--- src/rtl/led_cube_uart_pkg.sv ---
// Shared constants and types for the LED cube UART transmit path.
// Register offsets and STATUS bit positions follow the Altera UART core map.
package led_cube_uart_pkg;

   localparam logic [4:0] UART_RXDATA_ADDR  = 5'h00;
   localparam logic [4:0] UART_TXDATA_ADDR  = 5'h04;
   localparam logic [4:0] UART_STATUS_ADDR  = 5'h08;
   localparam logic [4:0] UART_CONTROL_ADDR = 5'h0C;

   localparam int STATUS_TMT_BIT  = 5;
   localparam int STATUS_TRDY_BIT = 6;
   localparam int STATUS_RRDY_BIT = 7;

   typedef enum logic [1:0] {
      IDLE     = 2'd0,
      POLL     = 2'd1,
      WAIT_RDV = 2'd2,
      WRITE    = 2'd3
   } tx_state_t;

   function automatic logic [7:0] sat_inc8(input logic [7:0] v);
      return (v == 8'hFF) ? v : v + 8'd1;
   endfunction

endpackage

--- src/rtl/led_cube_tx_fifo.sv ---
// Synchronous byte FIFO; data_out shows the head combinationally so the
// writer can present it on the bus without an extra read cycle.
module led_cube_tx_fifo #(
   parameter int DEPTH = 16,
   parameter int WIDTH = 8
) (
   input  logic                       clk,
   input  logic                       rst_n,
   input  logic                       push,
   input  logic                       pop,
   input  logic [WIDTH-1:0]           data_in,
   output logic [WIDTH-1:0]           data_out,
   output logic                       full,
   output logic                       empty,
   output logic [$clog2(DEPTH):0]     count
);

   localparam int PTR_W = $clog2(DEPTH);

   logic [WIDTH-1:0] mem [DEPTH];
   logic [PTR_W-1:0] wr_ptr_q, wr_ptr_d;
   logic [PTR_W-1:0] rd_ptr_q, rd_ptr_d;
   logic [PTR_W:0]   count_q, count_d;
   logic             do_push, do_pop;

   assign full     = (count_q == (PTR_W+1)'(DEPTH));
   assign empty    = (count_q == '0);
   assign count    = count_q;
   assign data_out = mem[rd_ptr_q];

   // Push while full is dropped here, so a simultaneous pop cannot admit it.
   assign do_push = push && !full;
   assign do_pop  = pop && !empty;

   always_comb begin
      wr_ptr_d = do_push ? wr_ptr_q + PTR_W'(1) : wr_ptr_q;
      rd_ptr_d = do_pop  ? rd_ptr_q + PTR_W'(1) : rd_ptr_q;
      count_d  = count_q;
      if (do_push && !do_pop) count_d = count_q + (PTR_W+1)'(1);
      if (do_pop && !do_push) count_d = count_q - (PTR_W+1)'(1);
   end

   always_ff @(posedge clk or negedge rst_n) begin
      if (!rst_n) begin
         wr_ptr_q <= '0;
         rd_ptr_q <= '0;
         count_q  <= '0;
      end else begin
         wr_ptr_q <= wr_ptr_d;
         rd_ptr_q <= rd_ptr_d;
         count_q  <= count_d;
      end
   end

   always_ff @(posedge clk) begin
      if (do_push) mem[wr_ptr_q] <= data_in;
   end

endmodule

--- src/rtl/led_cube_uart_tx.sv ---
// Avalon-MM master that drains a byte FIFO into the UART TXDATA register,
// polling STATUS.TRDY before each write and dropping bytes that time out.
module led_cube_uart_tx
   import led_cube_uart_pkg::*;
#(
   parameter int         FIFO_DEPTH  = 16,
   parameter logic [4:0] STATUS_ADDR = UART_STATUS_ADDR,
   parameter logic [4:0] TXDATA_ADDR = UART_TXDATA_ADDR,
   parameter int         POLL_LIMIT  = 1023
) (
   input  logic        clock_sink_clk,
   input  logic        reset_sink_reset,
   output logic [4:0]  avalon_master_address,
   output logic        avalon_master_read,
   input  logic [15:0] avalon_master_readdata,
   input  logic        avalon_master_readdatavalid,
   input  logic        avalon_master_waitrequest,
   output logic        avalon_master_write,
   output logic [15:0] avalon_master_writedata,
   input  logic [7:0]  tx_data,
   input  logic        tx_valid,
   output logic        tx_ready,
   output logic        tx_busy,
   output logic [7:0]  tx_sent_count,
   output logic [7:0]  tx_drop_count
);

   localparam int POLL_W = $clog2(POLL_LIMIT + 1);
   localparam int CNT_W  = $clog2(FIFO_DEPTH) + 1;
   localparam logic [POLL_W-1:0] POLL_MAX = POLL_W'(POLL_LIMIT);

   tx_state_t         state_q, state_d;
   logic [POLL_W-1:0] poll_q, poll_d;
   logic [7:0]        sent_q, sent_d;
   logic [7:0]        drop_q, drop_d;
   logic              fifo_pop, fifo_full, fifo_empty;
   logic [7:0]        fifo_head;
   logic [CNT_W-1:0]  fifo_count_unused;
   logic              rdata_unused;

   assign rdata_unused = ^{avalon_master_readdata[15:STATUS_TRDY_BIT+1],
                           avalon_master_readdata[STATUS_TRDY_BIT-1:0]};

   led_cube_tx_fifo #(
      .DEPTH (FIFO_DEPTH),
      .WIDTH (8)
   ) u_fifo (
      .clk      (clock_sink_clk),
      .rst_n    (reset_sink_reset),
      .push     (tx_valid),
      .pop      (fifo_pop),
      .data_in  (tx_data),
      .data_out (fifo_head),
      .full     (fifo_full),
      .empty    (fifo_empty),
      .count    (fifo_count_unused)
   );

   assign tx_ready      = !fifo_full;
   assign tx_busy       = !fifo_empty || (state_q != IDLE);
   assign tx_sent_count = sent_q;
   assign tx_drop_count = drop_q;

   always_comb begin
      state_d                 = state_q;
      poll_d                  = poll_q;
      sent_d                  = sent_q;
      drop_d                  = drop_q;
      fifo_pop                = 1'b0;
      avalon_master_read      = 1'b0;
      avalon_master_write     = 1'b0;
      avalon_master_address   = 5'h00;
      avalon_master_writedata = 16'h0000;
      unique case (state_q)
         IDLE: begin
            // Bus address stays 0 while there is nothing to send.
            if (!fifo_empty) begin
               avalon_master_address = STATUS_ADDR;
               state_d               = POLL;
            end
         end
         POLL: begin
            avalon_master_read    = 1'b1;
            avalon_master_address = STATUS_ADDR;
            if (!avalon_master_waitrequest) state_d = WAIT_RDV;
         end
         WAIT_RDV: begin
            avalon_master_address = STATUS_ADDR;
            if (avalon_master_readdatavalid) begin
               if (avalon_master_readdata[STATUS_TRDY_BIT]) begin
                  poll_d  = '0;
                  state_d = WRITE;
               end else if (poll_q < POLL_MAX) begin
                  poll_d  = poll_q + POLL_W'(1);
                  state_d = POLL;
               end else begin
                  fifo_pop = 1'b1;
                  drop_d   = sat_inc8(drop_q);
                  poll_d   = '0;
                  state_d  = IDLE;
               end
            end
         end
         WRITE: begin
            avalon_master_write     = 1'b1;
            avalon_master_address   = TXDATA_ADDR;
            avalon_master_writedata = {8'h00, fifo_head};
            if (!avalon_master_waitrequest) begin
               fifo_pop = 1'b1;
               sent_d   = sent_q + 8'd1;
               state_d  = IDLE;
            end
         end
         default: state_d = IDLE;
      endcase
   end

   always_ff @(posedge clock_sink_clk or negedge reset_sink_reset) begin
      if (!reset_sink_reset) begin
         state_q <= IDLE;
         poll_q  <= '0;
         sent_q  <= 8'h00;
         drop_q  <= 8'h00;
      end else begin
         state_q <= state_d;
         poll_q  <= poll_d;
         sent_q  <= sent_d;
         drop_q  <= drop_d;
      end
   end

endmodule
--- config.mk ---
export PLATFORM = sky130hd
export DESIGN_NAME = led_cube_uart_tx
export DESIGN_NICKNAME = d
export VERILOG_FILES = /design/src/rtl/led_cube_uart_pkg.sv /design/src/rtl/led_cube_tx_fifo.sv /design/src/rtl/led_cube_uart_tx.sv
export SDC_FILE = /design/constraint.sdc
export NUM_CORES = 1
export LEC_CHECK = 0
export ABC_CLOCK_PERIOD_IN_PS = 4500
export CAP_MARGIN = 20
export CORE_MARGIN = 5
export CORE_UTILIZATION = 55
export DETAILED_ROUTE_END_ITERATION = 8
export PLACE_DENSITY = 0.77
export SKIP_LAST_GASP = 1
export SLEW_MARGIN = 15
export SYNTH_ARGS = -nofsm -noshare
export SYNTH_HDL_FRONTEND = slang
export SYNTH_SLANG_ARGS = --single-unit
--- constraint.sdc ---
create_clock -name clock_sink_clk -period 4.5 [get_ports clock_sink_clk]
set_input_delay 0.9 -clock clock_sink_clk [delete_from_list [all_inputs] [get_ports clock_sink_clk]]
set_output_delay 0.9 -clock clock_sink_clk [all_outputs]
set_load 0.02 [all_outputs]
Yosys cells after proc, flatten, opt, wreduce, memory -nomap -nowiden
Memory sizes are Yosys's and may differ from the RTL's.
Index checks and enable logic that the tools add are counted.
{ "word_totals": {"ff_bits": 41, "latchBits": 0, "ram_bits": 128, "mem_bits_ro": 0, "input_bits": 29, "output_inout_bits": 41, "n_memories": 1} }
{ "classes": {"n_addsub": 7, "n_mul": 0, "n_div": 0, "order_cmp": 1, "eq_ne": 9, "n_shift": 0, "n_mux": 23, "bitwise_logic": 4, "reduce_logical": 18} }
{ "memory_table": {"columns": ["name", "depth", "word_bits", "read_ports", "rd_ports_with_merged_regs", "wr", "line", "source"], "rows": [
  ["u_fifo.mem", 16, 8, 1, 0, 1, "led_cube_tx_fifo.sv:20", "logic [WIDTH-1:0] mem [DEPTH];"]
]} }
{ "op_table": {"columns": ["cell", "count"], "rows": [
  ["2-to-1 mux 10 bit", 2],
  ["adder 8 x 1 -> 8 bit, second input constant", 2],
  ["case mux 5 bit (3 select lines)", 1],
  ["adder 10 x 1 -> 10 bit, second input constant", 1],
  ["less-than comparator 10 bit, second input constant", 1],
  ["2-to-1 mux 2 bit", 5],
  ["2-to-1 mux 5 bit", 2],
  ["2-to-1 mux 1 bit", 9],
  ["adder 4 x 1 -> 4 bit, second input constant", 2],
  ["== test 8 bit, second input constant", 1],
  ["2-to-1 mux 8 bit", 1],
  ["!= test 2 bit, second input constant", 4],
  ["case mux 2 bit (4 select lines)", 1],
  ["adder 5 x 1 -> 5 bit, second input constant", 1],
  ["== test 5 bit, second input constant", 1],
  ["zero test 5 bit", 1],
  ["AND reduction 5 bit", 1],
  ["subtractor 5 x 1 -> 5 bit, second input constant", 1],
  ["== test 2 bit, second input constant", 2],
  ["logical AND 1 bit", 4],
  ["zero test 1 bit", 4],
  ["2-to-1 mux 4 bit", 1],
  ["inverter 1 bit", 4],
  ["AND reduction 2 bit", 2],
  ["7 further kinds", 8]
]} }

Depth between registers and ports, before layout
{ "logic_depth": {"word_depth": 10, "ltp_mapped": 12} }

Hierarchy
Synthesis repeated with hierarchy kept, for this count alone.
{ "hier_totals": {"hier_cells": 482, "hier_area_um2": 7370.8} }
{ "modules_own_cells": {"columns": ["mod", "n_inst", "cells_per_inst", "area_per_inst_um2", "seq_area_each_um2"], "rows": [
  ["led_cube_tx_fifo", 1, 319, 5725.5, 4169.0],
  ["led_cube_uart_tx", 1, 163, 1645.3, 700.7]
]} }

Worst setup path after synthesis
No wires, ideal clock.
{ "synth_timing": {"kind": "input port to flip-flop", "startpoint": "input avalon_master_readdata[6]", "endpoint": "register u_fifo.count_q[4] (netlist: u_fifo.count[4])", "setup_time_ns": 0.154, "arrival_ns": 2.816, "required_ns": 4.346, "setup_slack_ns": 1.530, "path_stages": 9, "path_buffers": 0, "path_cell_list": "and3b_1 nand4_4 a21oi_2 ha_1 ha_1 nor2b_1 o21a_1 o311ai_0 o311ai_0"} }
{ "synth_via": {"elab_chain_len": 7} }
{ "synth_rtl": {"columns": ["item", "line", "source"], "rows": [
  ["start, declared", "led_cube_uart_tx.sv:15", "input logic [15:0] avalon_master_readdata,"],
  ["2-to-1 mux 1 bit *", "led_cube_uart_tx.sv:90", "if (avalon_master_readdata[STATUS_TRDY_BIT]) begin"],
  ["2-to-1 mux 1 bit *", "led_cube_uart_tx.sv:89", "if (avalon_master_readdatavalid) begin"],
  ["case mux 1 bit (2 select lines) *", "led_cube_uart_tx.sv:74", "unique case (state_q)"],
  ["logical AND 1 bit *", "led_cube_tx_fifo.sv:33", "assign do_pop = pop && !empty;"],
  ["net u_fifo.do_pop", "led_cube_tx_fifo.sv:24", "logic do_push, do_pop;"],
  ["zero test 1 bit", "led_cube_tx_fifo.sv:39", "if (do_push && !do_pop) count_d = count_q + (PTR_W+1)'(1);"],
  ["logical AND 1 bit", "led_cube_tx_fifo.sv:39", null],
  ["nonzero test 2 bit (no line)", null, null],
  ["end signal, assigned", "led_cube_tx_fifo.sv:51", "count_q <= count_d;"],
  ["end, declared", "led_cube_tx_fifo.sv:23", "logic [PTR_W:0] count_q, count_d;"]
]} }
Mark *: on every way through the listed nets, which the timed path passes. The rest lies on a longest branch.
A chain may end at the register's enable or synchronous reset.

Worst setup path in the final report
{ "layout_timing": {"startpoint": "register u_fifo.rd_ptr_q[0]", "endpoint": "output avalon_master_writedata[0]"} }
{ "layout_via": {"elab_chain_len": 2} }
{ "layout_rtl": {"columns": ["item", "line", "source"], "rows": [
  ["start, declared", "led_cube_tx_fifo.sv:22", "logic [PTR_W-1:0] rd_ptr_q, rd_ptr_d;"],
  ["start signal, assigned", "led_cube_tx_fifo.sv:50", "rd_ptr_q <= rd_ptr_d;"],
  ["memory (16 x 8 bit)", null, null],
  ["2-to-1 mux 8 bit", "led_cube_uart_tx.sv:74", null],
  ["end, declared", "led_cube_uart_tx.sv:19", "output logic [15:0] avalon_master_writedata,"]
]} }
No other way between the ends.

==> impl_results.md <==
* Largest family of logic cells by synthesized area: multiplexers
* Post-route ant nets at 0
* Achievable Freq at 0.256 GHz
* Placed wire-length estimate at a little under 10,000 µm
* EDFF count, synth at about 130
* Top_reg_cell synth: edfxtp_1
* Initial Utilization at 56.2%
* Cell with the most instances after synthesis: edfxtp_1
* Worst skew pair latency at 430 ps
* Number of global-route vias before repair at 4,401
* VDD IR max at 428 µV
* Crit path time final at 3910 ps
* Startpoint types: flop
* Min Hold Slack at 477 ps
* Worst-path cell chain: buf_12 > mux2i_1 > a22o_1 > o31ai_1 > clkdlybuf4s50_1
* Yosys cell types at 56
* Die area at 16,000 µm²
* Residual DRC at 0
* Clk pin slew, worst setup/hold paths at 60 ps
* R2r setup slk at 1130 ps
* Overall power at 5050 µW
* Hold buffers post-CTS at 0
* Area growth from synthesis to layout at 15.2%
* Synth Area in Compound Gates at 6.12%
* CP max stage delay at 910 ps
* Final wirelength at 14,900 µm
* Hold depth at 1
* Worst rel slew slack at approximately 38%
* Asr flop ratio synth at around a quarter
* Core Rows at 42
* Top-area cell type share of the netlist area at 51.6%
* PwrDens at 589 nW/µm²
* Crit share post-route at 86.9%
* Avg WL per Cell at 19.8 µm
* Static leakage power at 0.00321 µW
* FF+latch count, synth at 169
* Cell taking the most area after synthesis: edfxtp_1
* First-pass GRT wire length at 24,100 µm
* Top-level port count at 70
* DRT Pass-1 Iters at 5
* Clk root buf: clkbuf_16
* Synthesis Warnings at 0
* Initial antenna violation count at 0
* Syn Inst Count at 510
* Total CTS buffers at 17
* N_diodes at 0
* Clock Tree Buf Depth at 2
* Core area at roughly 13,000 µm²
* PostCTS Resize Cnt at 0
* Sum Neg Setup Slack at 0 ps
* Reg2Reg Capture Point: u_fifo.count[4]
* Hold path startpoint: tx_sent_count[7]
* Worst-Margin Slew at 931 ps
* R2R cell count at 11
* Crit path required time at 3600 ps
* Pre-CTS setup slack at 545 ps
* Mux contribution to synthesized area at 9.68%
* Worst setup EP type: output pin
* GP Congestion at 0.850
* Starting DRT DRC Count at approximately 350
* Largest net degree at the start of global routing at 42
* Worst Hold Endpoint: tx_sent_count[7]
* Layout Nets at slightly above 600
* Avg Vias per Cell at 5.77
* Die W at 126 µm
* Finished Core Util at between 60% and 70%
* Simple-gate area share of the yosys netlist at a little under a tenth
* Final Hold Vio Count at 0
* Cell Area, Synth at 7440 µm²
* Crit-path max FO at 25
* Run status: finished clean
* XOR/XNOR share of the synthesized area at 3.06%
* CP max stage cell: dfrtp_2
* CTS tree: yes
* Post-synthesis adder-cell area fraction at 3.13%
* CP Class: reg2out
* Syn avg cell area at roughly 15 µm²
* Port bufs at 43
* Worst hold path type: reg2reg
* Share of cells above drive strength 1 at 10.8%
* Area contributors post-synth: edfxtp_1 52%, dfrtp_1 14%, mux2i_1 6.1%, mux4_2 3.0%, ha_1 2.9%
* Total track usage at between 15 and 20%
* Max-capacitance violation count at 0
* Reg2reg start: state_q[0]
* Routed via count at 4,328
* Die Span Y at 126 µm
* Arr. time, crit path at 3010 ps
* Sequential share of the synthesized area at 65.4%
* Clock Skew at 11.9 ps
* Number of H-tree levels at 4
* Fin worst setup slack at 588 ps
* Final slew viol count at 0
* Post-CTS setup buffer count at 0
* Unrepaired setup endpoints after global routing: no
* CTS Sinks at around 170
* Post-synth top cells: 128 x edfxtp_1, 45 x mux2i_1, 41 x dfrtp_1
* Overflow after GRT at 0
* Endpoints failing setup at 0
## metrics by stage
step	std cells	area, µm²
floorplan	520	7480
global placement	717	8000
detailed placement	717	8000
CTS	749	8560
global route	750	8570
finish	750	8570
## critical path: cells and delay by family, from the launching register on
| kind | cells | cell delay (ps) |
|---|---|---|
| buf+inv | 2 | 980 |
| mux | 1 | 100 |
| compound gates | 2 | 570 |
| flops | 1 | 910 |
## power breakdown
| part | internal, µW | total (µW) | switching [µW] |
|---|---|---|---|
| Sequential | 1900 | 2130 | 236 |
| Combinational | 681 | 1510 | 831 |
| Clock | 812 | 1400 | 590 |
## per-layer routing
layer	wire length (µm)	track usage [%]
met5	0	0
met4	248	6.18
met3	740	4.37
met2	7400	32.7
met1	6470	26.0
## cell families (layout without fill, tap and decap cells)
group	count (synthesis)	in the layout
AO/OA/AOI/OAI	65	65
XOR/XNOR	26	26
adder cells (fa/ha/maj)	18	18
buffers and inverters	44	98
flip-flops	169	169
multiplexers	59	59
other	1	11
AND/OR/NAND/NOR	128	128
## layout make-up
| class | instances | area, µm² |
|---|---|---|
| Inverter | 13 | 48.8 |
| Timing Repair Buffer | 53 | 517 |
| Tap cell | 176 | 220 |
| Multi-Input combinational cell | 307 | 2360 |
| Clock inverter | 12 | 125 |
| Sequential cell | 169 | 4870 |
| Fill cell | 958 | 4670 |
| Clock buffer | 20 | 437 |
## state kept, by name (all words and copies together), names as in the netlist
name and count:
poll_q 10, state_q 2, tx_drop_count 8, tx_sent_count 8
u_fifo.count 5, u_fifo.mem 128, u_fifo.rd_ptr_q 4, u_fifo.wr_ptr_q 4
## worst max-delay path by stage
stage               cells after the start                    endpoint  slack, ps                      start
global route                            6  avalon_master_writedata[5]        470         u_fifo.rd_ptr_q[0]
detailed placement                     10             u_fifo.count[4]        540  avalon_master_readdata[6]
CTS                                     5  avalon_master_writedata[4]        500         u_fifo.rd_ptr_q[2]
floorplan                               9             u_fifo.count[4]       1530  avalon_master_readdata[6]
global placement                       10             u_fifo.count[4]        640  avalon_master_readdata[6]
finish                                  5  avalon_master_writedata[0]        590         u_fifo.rd_ptr_q[0]
## layout by cell type, fill, tap and decap left out, types with 3 or more instances in the layout
cell type	Yosys	final
xnor2_1	11	11
and4_1	4	4
clkdlybuf4s50_1	0	42
nor3_1	7	7
mux4_2	10	10
a31oi_1	3	3
nand4_1	7	7
a22oi_1	19	19
clkbuf_1	8	3
nand3_1	12	12
buf_4	16	8
o21ai_0	14	14
nor2b_1	7	7
ha_1	17	17
mux2i_1	45	45
xor2_1	15	15
clkinvlp_4	0	4
nand2b_1	10	10
a21oi_1	7	7
nor2_1	27	27
dfrtp_1	41	40
edfxtp_1	128	128
nand2_1	38	38
clkbuf_16	0	17
inv_1	13	13
o211ai_1	4	4
conb_1	1	11
and2_1	3	3
No activity file was read; power rests on OpenSTA's default activity.
